==> config.mk <==
export PLATFORM = sky130hd
export DESIGN_NAME = cross_add_seq_ctrl
export DESIGN_NICKNAME = d
export VERILOG_FILES = /design/src/rtl/cross_add_seq_ctrl.sv
export SDC_FILE = /design/constraint.sdc
export NUM_CORES = 1
export LEC_CHECK = 0
export BUFFER_PORTS_ARGS = -buffer_cell sky130_fd_sc_hd__buf_2
export CELL_PAD_IN_SITES_DETAIL_PLACEMENT = 0
export CELL_PAD_IN_SITES_GLOBAL_PLACEMENT = 2
export CORE_ASPECT_RATIO = 0.9
export CORE_UTILIZATION = 37
export DETAILED_ROUTE_END_ITERATION = 16
export GPL_TIMING_DRIVEN = 0
export PLACE_DENSITY_LB_ADDON = 0.1
export SYNTH_ARGS = -nofsm -noshare
export SYNTH_HDL_FRONTEND = slang
export SYNTH_SLANG_ARGS = --single-unit
==> constraint.sdc <==
create_clock -name clk -period 4.66 [get_ports clk]
set_clock_uncertainty 0.2 [all_clocks]
set_input_delay 0 -clock clk [delete_from_list [all_inputs] [get_ports clk]]
set_output_delay 0 -clock clk [all_outputs]
set_load 0.01 [all_outputs]
==> src/rtl/cross_add_seq_ctrl.sv <==
// Beat sequencer for one cross-add pass: issues addresses 0..2^n-1 under enable/backpressure,
// waits for the datapath to drain, then pulses done.
module cross_add_seq_ctrl #(
  parameter int ADDR_WIDTH    = 12,
  parameter int LEVEL_WIDTH   = 4,
  parameter int DRAIN_LATENCY = 3
) (
  input  logic                   clk,
  input  logic                   rst,
  input  logic                   i_start,
  input  logic [LEVEL_WIDTH-1:0] i_n,
  input  logic                   i_s7_mode,
  input  logic                   i_en,
  input  logic                   i_hold,
  input  logic                   i_clear,
  output logic [ADDR_WIDTH-1:0]  o_addr_vpu,
  output logic                   o_we_vpu,
  output logic                   o_done_vpu,
  output logic                   o_s7_mode,
  output logic [LEVEL_WIDTH-1:0] o_n,
  output logic                   o_busy,
  output logic                   o_done
);

  localparam int DW = (DRAIN_LATENCY < 2) ? 1 : $clog2(DRAIN_LATENCY);

  typedef enum logic [1:0] {S_IDLE, S_RUN, S_DRAIN, S_FIN} state_t;

  state_t                 state_q, state_d;
  logic [ADDR_WIDTH-1:0]  cnt_q, cnt_d;
  logic [DW-1:0]          drain_q, drain_d;
  logic [ADDR_WIDTH-1:0]  addr_q, addr_d;
  logic                   we_q, we_d;
  logic                   done_q, done_d;
  logic                   busy_q, busy_d;
  logic                   done_vpu_q, done_vpu_d;
  logic [LEVEL_WIDTH-1:0] n_q, n_d;
  logic                   s7_q, s7_d;
  logic [ADDR_WIDTH-1:0]  last_addr;

  // Last beat address is 2^n - 1; levels at or above ADDR_WIDTH saturate to all ones.
  always_comb begin
    last_addr = '0;
    for (int i = 0; i < ADDR_WIDTH; i++) begin
      last_addr[i] = (i < int'(n_q));
    end
  end

  always_comb begin
    state_d = state_q;
    cnt_d   = cnt_q;
    drain_d = drain_q;
    addr_d  = addr_q;
    we_d    = 1'b0;
    n_d     = n_q;
    s7_d    = s7_q;
    if (i_clear) begin
      state_d = S_IDLE;
      cnt_d   = '0;
      drain_d = '0;
    end else begin
      case (state_q)
        S_IDLE: begin
          if (i_start) begin
            n_d     = i_n;
            s7_d    = i_s7_mode;
            cnt_d   = '0;
            state_d = S_RUN;
          end
        end
        S_RUN: begin
          if (i_en && !i_hold) begin
            we_d   = 1'b1;
            addr_d = cnt_q;
            cnt_d  = cnt_q + 1'b1;
            if (cnt_q == last_addr) begin
              state_d = S_DRAIN;
              drain_d = '0;
            end
          end
        end
        S_DRAIN: begin
          if (drain_q == DW'(DRAIN_LATENCY - 1)) begin
            state_d = S_FIN;
          end else begin
            drain_d = drain_q + 1'b1;
          end
        end
        S_FIN: begin
          state_d = S_IDLE;
        end
        default: state_d = S_IDLE;
      endcase
    end
    // Status flags are decoded from the next state so they line up with the state register.
    done_d     = (state_d == S_FIN);
    busy_d     = (state_d != S_IDLE);
    done_vpu_d = (state_d == S_IDLE) || (state_d == S_FIN);
  end

  always_ff @(posedge clk or posedge rst) begin
    if (rst) begin
      state_q    <= S_IDLE;
      cnt_q      <= '0;
      drain_q    <= '0;
      addr_q     <= '0;
      we_q       <= 1'b0;
      done_q     <= 1'b0;
      busy_q     <= 1'b0;
      done_vpu_q <= 1'b1;
      n_q        <= '0;
      s7_q       <= 1'b0;
    end else begin
      state_q    <= state_d;
      cnt_q      <= cnt_d;
      drain_q    <= drain_d;
      addr_q     <= addr_d;
      we_q       <= we_d;
      done_q     <= done_d;
      busy_q     <= busy_d;
      done_vpu_q <= done_vpu_d;
      n_q        <= n_d;
      s7_q       <= s7_d;
    end
  end

  assign o_addr_vpu = addr_q;
  assign o_we_vpu   = we_q;
  assign o_done_vpu = done_vpu_q;
  assign o_s7_mode  = s7_q;
  assign o_n        = n_q;
  assign o_busy     = busy_q;
  assign o_done     = done_q;

endmodule

==> results of run 1 <==
[synthesized netlist by cell type, drive strengths merged, types with 2 or more instances]
| cell type | count | area, µm² |
|---|---|---|
| a31oi | 3 | 18.77 |
| nor4 | 3 | 40.04 |
| inv | 11 | 41.29 |
| nand2b | 3 | 18.77 |
| a21oi | 9 | 48.80 |
| or4 | 2 | 15.01 |
| a211oi | 3 | 32.53 |
| mux2 | 4 | 45.04 |
| or3 | 3 | 18.77 |
| o22ai | 2 | 12.51 |
| xnor2 | 2 | 17.52 |
| and2 | 2 | 12.51 |
| o21ai | 14 | 70.06 |
| or2 | 2 | 12.51 |
| nand2 | 37 | 138.9 |
| nor2b | 4 | 25.02 |
| dfrtp | 36 | 900.9 |
| ha | 4 | 50.05 |
| nand4 | 4 | 25.02 |
| nor2 | 18 | 67.56 |
| nand3 | 2 | 15.01 |
| nand3b | 2 | 15.01 |
| buf | 8 | 53.80 |
| nor3 | 3 | 15.01 |
| o211ai | 5 | 37.54 |
| a31o | 3 | 26.28 |
| and4 | 2 | 17.52 |
| clkbuf | 4 | 16.26 |
| xor2 | 7 | 61.31 |
[registers in the layout, indices dropped and copies added, names as in the netlist]
| name | flops |
|---|---|
| cnt_q | 12 |
| drain_q | 2 |
| o_addr_vpu | 12 |
| o_busy | 1 |
| o_done | 1 |
| o_done_vpu | 1 |
| o_n | 4 |
| o_s7_mode | 1 |
| o_we_vpu | 1 |
| state_q | 2 |
[timing repair]
item / in CTS / in global routing
resized for setup: 0 / 0
hold buffers: 10 / 0
endpoints found under the hold margin: 46 / 0
setup buffers: 0 / 0
endpoints found under the setup margin: 0 / 0
[path summary, 6_finish.rpt]
check                         startpoint            end  slack, ns  cells past startpoint
max                               o_n[3]     state_q[0]       1.92                      6
min                              i_start         o_n[2]       0.09                      5
max reg2reg                       o_n[3]     state_q[0]       1.92                      6
min reg2reg                o_addr_vpu[1]  o_addr_vpu[1]       0.27                      2
max in group asynchronous            rst       cnt_q[9]       3.56                      3
min in group asynchronous            rst       o_we_vpu       0.19                      3
[layer usage]
metal | part of all wire [%] | wire length, µm
met1 | 51 | 2417
met2 | 43 | 2050
met5 | 0 | 0
met4 | 1.2 | 57
met3 | 4.5 | 214
[worst max-delay path, delay by kind of cell, from the launching register on]
family / cells / cell delay [ns]
buffers and inverters: 2 / 0.81
AND/OR/NAND/NOR: 1 / 0.34
flip-flops: 1 / 0.47
AO/OA/AOI/OAI: 3 / 0.80
[layout make-up]
| class | count | area share, % |
|---|---|---|
| buffer | 12 | 2.827 |
| clock buffer | 5 | 2.776 |
| clock inverter | 3 | 2.776 |
| inverter | 11 | 1.666 |
| multi-input combinational | 155 | 38.87 |
| sequential | 37 | 37.41 |
| tap | 67 | 3.382 |
| timing repair buffer | 41 | 10.30 |
[power groups by stage]
| stage | clock network, mW | registers [mW] | logic, mW |
|---|---|---|---|
| finish | 0.338 | 0.348 | 0.136 |
| global route | 0.361 | 0.351 | 0.153 |
| CTS | 0.345 | 0.348 | 0.137 |
| detailed placement | 0 | 0.355 | 0.130 |
| global placement | 0 | 0.355 | 0.131 |
| floorplan | 0 | 0.357 | 0.0913 |
[kinds of logic after synthesis]
group,Yosys count
and+or+nand+nor,90
AOI/OAI and AO/OA,47
DFF,37
buffers and inverters,23
xor gates and xnor gates,9
adders and majority gates,5
muxes,4
[through the flow]
step	cell area, µm²	util [%]	power (mW)
6_report	2479	47.45	0.8221
5_1_grt	2479	47.45	0.8645
4_1_cts	2479	47.45	0.8309
3_5_place_dp	2241	42.90	0.4848
3_3_place_gp	2241	42.90	0.4859
2_1_floorplan	2002	-	0.4486
==> impl_metrics.yaml, run 1 <==
cells_and_area:
  final_cell_mix: "nand2_1 (37), dfrtp_1 (36), buf_2 (35)"
  register_area_um2: 927.1
  final-instance-count-excl-fill: 331
  drive_gt1_share_pct: 24.24
  multi_input_area_um2: 963.4
  diodes: 0
  fillers: 517
  final_common_cell: "nand2_1"
  nets: 278
  syn2layout_area_growth_pct: 23.81
timing:
  tns_ns: 0
  final_max_slew_viol_count: 0
  rsz0062_at_grt: "false"
  worst_slew_pin_slew_ns: 0.8532
  setup_ws_ns: 1.923
  slew_headroom_pct: 42.68
  setup_violations: 0
  whs_ns: 0.09007
  max_freq_mhz: 365.4
  hold_violations: 0
  finalCritPeriodShare_pct: 58.73
  finalCriticalPeriod_ns: 2.737
cts:
  clock_latency_ns: 0.29
  cts_made_buffers: 5
  cts-htree-levels: 2
  clock-root-buffer: "clkbuf_8"
  ctsLongestPathBuffers: 2
  clk_pin_slew_ns: 0.08
  cts_sinks: 37
  cts_tree: "yes"
worst_setup_path:
  critPathLaunchType: "flop"
  worstSetupPathType: "flop to flop"
  end_kind: "flop"
  path_max_fanout: 10
  worstPathCellList: "buf_2 > nor4_2 > o22ai_1 > a211oi_2 > a31oi_1 > dlygate4sd3_1"
  cp.arrival_ns: 2.72
  slowest_stage: "dlygate4sd3_1"
  max_stage_delay_ns: 0.59
  worst_ep_required_time_ns: 4.64
placement:
  pre_cts_slack_ns: 2.267
  placed_cells: 313
  gp_congestion: 0.7846
  dp_hpwl_mm: 3.275
  portBuffers: 31
power:
  seq_power_share_pct: 42.3
  power.share.combinational_pct: 16.5
  switching_share_pct: 25.82
  p_leak_nw: 1.174
  internal-power_mw: 0.6099
  p_clk_share_pct: 41.1
  powerDensity_nw_per_um2: 331.7
  power.switching_mw: 0.2123
  ir_worst_vdd_v: 0.0001580
logic_synthesis:
  synth_warnings: 0
  synthFlopType: "dfrtp_1"
  synth_xor_area_share_pct: 3.938
  ys_ff_latch: 37
  seq_area_frac_synth_pct: 46.31
  yosysUniqueCellTypes: 52
  synth-simple-area-share_pct: 23.19
  synth_adder_area_share_pct: 3.000
  synth_area_um2: 2002
  syn_avg_cell_area_um2: 9.311
  synth_top_family_by_area: "simple AND/OR/NAND/NOR gates"
  muxShareOfSynthArea_pct: 2.250
  synth_edf_count: 0
  syn_inst: 215
  synth_compound_area_share_pct: 15.75
  async_flop_share_pct: 100.0
  syn_nets: 230
floorplanning:
  core-area_um2: 5224
  start_util_pct: 38.32
  die-width_um: 79.54
  ios: 32
  die_area_um2: 5709
  rows: 25
  die_h_um: 71.78
global_routing:
  grt_use_met2_pct: 27.64
  globalRouteMet3Util_pct: 3.949
  grt_max_degree: 38
  antenna_found_initial: 0
  grt_util_all_layers_pct: 19.07
  busiest_layer: "met1"
  grt-ovfl-total: 0
  grtUsageMet1_pct: 28.25
  grt_pass1_vias: 1598
  grt_pass1_wl_mm: 8.135
route:
  firstDrtPassIters: 4
  via_count: 1700
  dr.first_iter.drc_count: 99
  wirelength_mm: 4.739
  wl_per_cell_um: 14.32
  drc_errors: 0
  ant_nets: 0
  viasPerCell: 5.136
job:
  max_cap_violations: 0
outcome:
  status: "finished clean"
hold_path:
  hp-class: "primary input to flop"
Power figures use the tool's default switching activity.
==> run 2: changes to the inputs <==
CORE_UTILIZATION = 34   (was 37)
clock period = 2.62 ns   (was 4.66 ns; I/O delays follow)
==> run 2 against run 1 <==
Net effect:
- clock power up 18%
- highest routed layer unchanged
- maximum frequency up 14%
- register-to-register slack worse by 1.7 ns
- combinational power grew 81%
- sequential share of layout area is 0.73 points higher
- final area shrank 1.9%
- global-route usage down 1.3 points
- largest cell class unchanged
- hold slack worse by 0.015 ns
- core utilization is 4.7 points lower
- critical endpoint is now o_done_vpu
==> impl_metrics.yaml, run 2 (same netlist as run 1, synthesis figures left out) <==
worst_setup_path:
  rrSetupSlack_ns: 0.22
  r2r_start: "o_n[3]"
  critPathLaunchType: "flop"
  rr_worst_depth: 7
  max_stage_delay_ns: 0.47
  path_max_fanout: 10
  worstSetupPathType: "flop to flop"
  r2r_end: "o_done_vpu"
  cp.arrival_ns: 2.44
  worstPathCellList: "buf_2 > nor4_2 > o22ai_1 > a211oi_2 > a31o_1 > ha_1 > inv_1"
  end_kind: "flop"
  slowest_stage: "a211oi_2"
  worst_ep_required_time_ns: 2.66
global_routing:
  grt_pass1_vias: 1629
  grt_pass1_wl_mm: 8.466
  grt_max_degree: 38
  antenna_found_initial: 0
  grt-ovfl-total: 0
  grt_util_all_layers_pct: 17.75
outcome:
  status: "finished clean"
cts:
  postCtsResizedCells: 0
  cts-htree-levels: 2
  clock_latency_ns: 0.29
  cts_tree: "yes"
  clk_pin_slew_ns: 0.08
  cts_sinks: 37
  cts_made_buffers: 5
  ctsLongestPathBuffers: 2
  clock-root-buffer: "clkbuf_8"
cells_and_area:
  final-instance-count-excl-fill: 334
  final_cell_mix: "nand2_1 (37), dfrtp_1 (36), buf_2 (35)"
  final_common_cell: "nand2_1"
  nets: 278
  fin_area_um2: 2431
  diodes: 0
  drive_gt1_share_pct: 24.24
  syn2layout_area_growth_pct: 21.44
hold_path:
  hp-class: "primary input to flop"
  whs_endpoint: "o_addr_vpu[11]"
  holdPathStages: 3
  hold_start: "i_hold"
placement:
  dp_hpwl_mm: 3.418
  portBuffers: 31
  gp_congestion: 0.7757
  placed_cells: 316
  dpl_cell_area_um2: 2245
route:
  dr.first_iter.drc_count: 119
  firstDrtPassIters: 4
  via_count: 1679
  drc_errors: 0
  ant_nets: 0
  wirelength_mm: 4.986
  viasPerCell: 5.027
  wl_per_cell_um: 14.93
timing:
  rsz0062_at_grt: "false"
  max_freq_mhz: 416.5
  finalCritPeriodShare_pct: 91.65
  finalCriticalPeriod_ns: 2.401
  final_max_slew_viol_count: 0
  hold_violations: 0
  worst_slew_pin_slew_ns: 0.8481
  slew_headroom_pct: 43.02
  whs_ns: 0.07554
  tns_ns: 0
  setup_violations: 0
power:
  powerDensity_nw_per_um2: 519.6
  p_leak_nw: 1.151
  ir_worst_vdd_v: 0.0002778
  total_power_mw: 1.263
floorplanning:
  die_area_um2: 6199
  die_h_um: 74.80
  ios: 32
  start_util_pct: 35.16
  core-area_um2: 5693
  rows: 26
  die-width_um: 82.89
job:
  max_cap_violations: 0
[run 2: cell types whose count changed in the layout (fill, tap and decap cells not counted), sizes merged]
cell | before | now
inv | 12 | 11
bufinv | 2 | 0
clkinvlp | 0 | 1
clkinv | 0 | 2
[run 2: layout make-up]
class                           count  area, µm²
Fill cell                         577       3262
Inverter                           11      41.29
Timing Repair Buffer               41      255.2
Buffer                             12      70.07
Clock buffer                        5      68.82
Tap cell                           70      87.58
Multi-Input combinational cell    155      963.4
Sequential cell                    37      927.1
Clock inverter                      3      17.52
[run 2: critical path, delay by kind of cell (launching register included)]
kind            cells  cell delay [ns]
flops               1             0.46
fa+ha+maj           1             0.23
buf+inv             2             0.27
simple gates        1             0.33
compound gates      3             0.86
[run 2: worst max-delay path by stage]
stage,from,endpoint,slack (ns)
2_1_floorplan,o_n[2],o_done_vpu,0.48
3_3_place_gp,o_n[1],o_done_vpu,0.22
3_5_place_dp,o_n[3],o_done_vpu,0.24
4_1_cts,o_n[3],o_done_vpu,0.22
5_1_grt,o_n[0],o_done_vpu,0.05
6_report,o_n[3],o_done_vpu,0.22
[run 2: what timing repair did]
action,4_1_cts,5_1_grt
hold buffers,10,0
setup buffers,0,0
endpoints found under the hold margin,46,0
[run 2: stage by stage]
stage	utilization [%]	setup WS, ns
2_1_floorplan	-	0.4757
3_3_place_gp	39.43	0.2204
6_report	42.70	0.2188
5_1_grt	42.70	0.05345
4_1_cts	42.70	0.2200
3_5_place_dp	39.43	0.2398
[run 2: metal layers]
metal,track usage [%],wire length [µm],vias up
met5,0,0,-
met4,5.172,46,0
met3,3.289,230,4
met2,27.96,2200,42
met1,25.22,2509,792
li1,-,-,841
[run 2: power by group]
group / total, mW / switching [mW] / leakage (nW) / internal [mW]
combinational: 0.246 / 0.139 / 0.608 / 0.107
clock: 0.398 / 0.215 / 0.0439 / 0.184
sequential: 0.619 / 0.0251 / 0.499 / 0.594
total: 1.26 / 0.378 / 1.15 / 0.885
==> run 3: changes to the inputs <==
==> constraint.sdc (replaced) <==
create_clock -name clk -period 2.62 [get_ports clk]
set_clock_uncertainty 0.2 [all_clocks]
set_input_delay 0.131 -clock clk [delete_from_list [all_inputs] [get_ports clk]]
set_output_delay 0.131 -clock clk [all_outputs]
set_load 0.01 [all_outputs]
==> run 3 against run 2 <==
Net effect:
- core utilization down 0.70 points
- final cell count fell by 1.2%
- sequential share of layout area is 0.64 points higher
==> impl_metrics.yaml, run 3 (same netlist as run 1, synthesis figures left out) <==
worst_setup_path:
  path_max_fanout: 10
  worst-path-buf-inv: 2
  worstSetupPathType: "flop to flop"
  slowest_stage: "a211oi_2"
  crit_family: "compound AO/OA/AOI/OAI gates"
  r2r_start: "o_n[3]"
  max_stage_delay_ns: 0.47
  worst_ep_required_time_ns: 2.66
  r2r_end: "o_done_vpu"
  cp.arrival_ns: 2.43
  end_kind: "flop"
  worstPathCellList: "buf_2 > nor4_2 > o22ai_1 > a211oi_2 > a31o_1 > ha_1 > inv_1"
  rrSetupSlack_ns: 0.23
  rr_worst_depth: 7
  critPathLaunchType: "flop"
cts:
  cts_setup_buffers: 0
  ctsLongestPathBuffers: 2
  cts_sinks: 37
  clk_pin_slew_ns: 0.08
  cts-htree-levels: 2
  clock_latency_ns: 0.29
  postCtsResizedCells: 0
  clock-root-buffer: "clkbuf_8"
  cts_tree: "yes"
  cts_made_buffers: 5
  hold_buffers: 6
global_routing:
  grt_util_all_layers_pct: 17.54
  grt-ovfl-total: 0
  grt_pass1_wl_mm: 8.349
  antenna_found_initial: 0
  grt_max_degree: 38
  grt_pass1_vias: 1609
floorplanning:
  start_util_pct: 35.16
  die_h_um: 74.80
  core-area_um2: 5693
  rows: 26
  ios: 32
  die-width_um: 82.89
  die_area_um2: 6199
route:
  viasPerCell: 5.042
  drc_errors: 0
  firstDrtPassIters: 4
  dr.first_iter.drc_count: 130
  via_count: 1664
  wirelength_mm: 4.893
  wl_per_cell_um: 14.83
  ant_nets: 0
hold_path:
  hold_start: "i_en"
  holdPathStages: 3
  whs_endpoint: "state_q[0]"
  hp-class: "primary input to flop"
cells_and_area:
  drive_gt1_share_pct: 24.62
  final_cell_mix: "nand2_1 (37), dfrtp_1 (36), buf_2 (35)"
  fillers: 578
  syn2layout_area_growth_pct: 19.44
  register_area_um2: 927.1
  diodes: 0
  multi_input_area_um2: 963.4
  nets: 274
  post-route-util_pct: 42.00
  final-instance-count-excl-fill: 330
  final_common_cell: "nand2_1"
timing:
  hold_violations: 0
  max_freq_mhz: 417.9
  final_max_slew_viol_count: 0
  setup_ws_ns: 0.2271
  tns_ns: 0
  setup_violations: 0
  worst_slew_pin_slew_ns: 0.8512
  slew_headroom_pct: 42.81
  rsz0062_at_grt: "false"
  finalCriticalPeriod_ns: 2.393
  finalCritPeriodShare_pct: 91.33
placement:
  placed_cells: 316
  portBuffers: 31
  pre_cts_slack_ns: 0.2398
  dp_hpwl_mm: 3.418
  gp_congestion: 0.7757
outcome:
  status: "finished clean"
power:
  powerDensity_nw_per_um2: 525.6
  ir_worst_vdd_v: 0.0002775
  p_leak_nw: 1.132
job:
  max_cap_violations: 0
-- run 3: tightest hold or removal path, cell delays in order --
cell     delay [ns]
buf_2          0.10
and3b_1        0.17
a31oi_1        0.10
-- run 3: how the worst max path moves through the flow --
stage                 from         end  slack [ns]  cells past startpoint
floorplan           o_n[2]  o_done_vpu        0.48                      7
global placement    o_n[1]  o_done_vpu        0.22                      7
detailed placement  o_n[3]  o_done_vpu        0.24                      7
CTS                 o_n[3]  o_done_vpu        0.22                      7
global route        o_n[0]  o_done_vpu        0.05                      8
finish              o_n[3]  o_done_vpu        0.23                      7
-- run 3: metal layers --
metal	global-route usage, %	vias up	share of wire (%)
met2	27.41	36	45
li1	-	833	-
met3	3.289	4	4.1
met5	0	-	0
met1	25.02	791	50
met4	5.172	0	0.94
-- run 3: through the flow --
| stage | power (mW) | hold WS, ns | cell area (µm²) |
|---|---|---|---|
| 2_1_floorplan | 0.7978 | 0.04784 | 2002 |
| 3_3_place_gp | 0.8659 | 0.1440 | 2245 |
| 3_5_place_dp | 0.8653 | 0.1423 | 2245 |
| 4_1_cts | 1.277 | 0.04471 | 2391 |
| 5_1_grt | 1.344 | 0.07714 | 2391 |
| 6_report | 1.257 | 0.05255 | 2391 |
-- run 3: area by class of cell --
| cell class | count | share of cell area [%] |
|---|---|---|
| clock buffer | 5 | 2.878 |
| sequential | 37 | 38.78 |
| multi-input combinational | 155 | 40.29 |
| buffer | 12 | 2.930 |
| inverter | 11 | 1.727 |
| timing repair buffer | 37 | 9.001 |
| clock inverter | 3 | 0.7326 |
| tap | 70 | 3.663 |
-- run 3: report_power, final --
part	internal (mW)	leakage [nW]	switching, mW
Clock	0.184	0.0439	0.213
Combinational	0.104	0.589	0.138
Sequential	0.594	0.499	0.0248
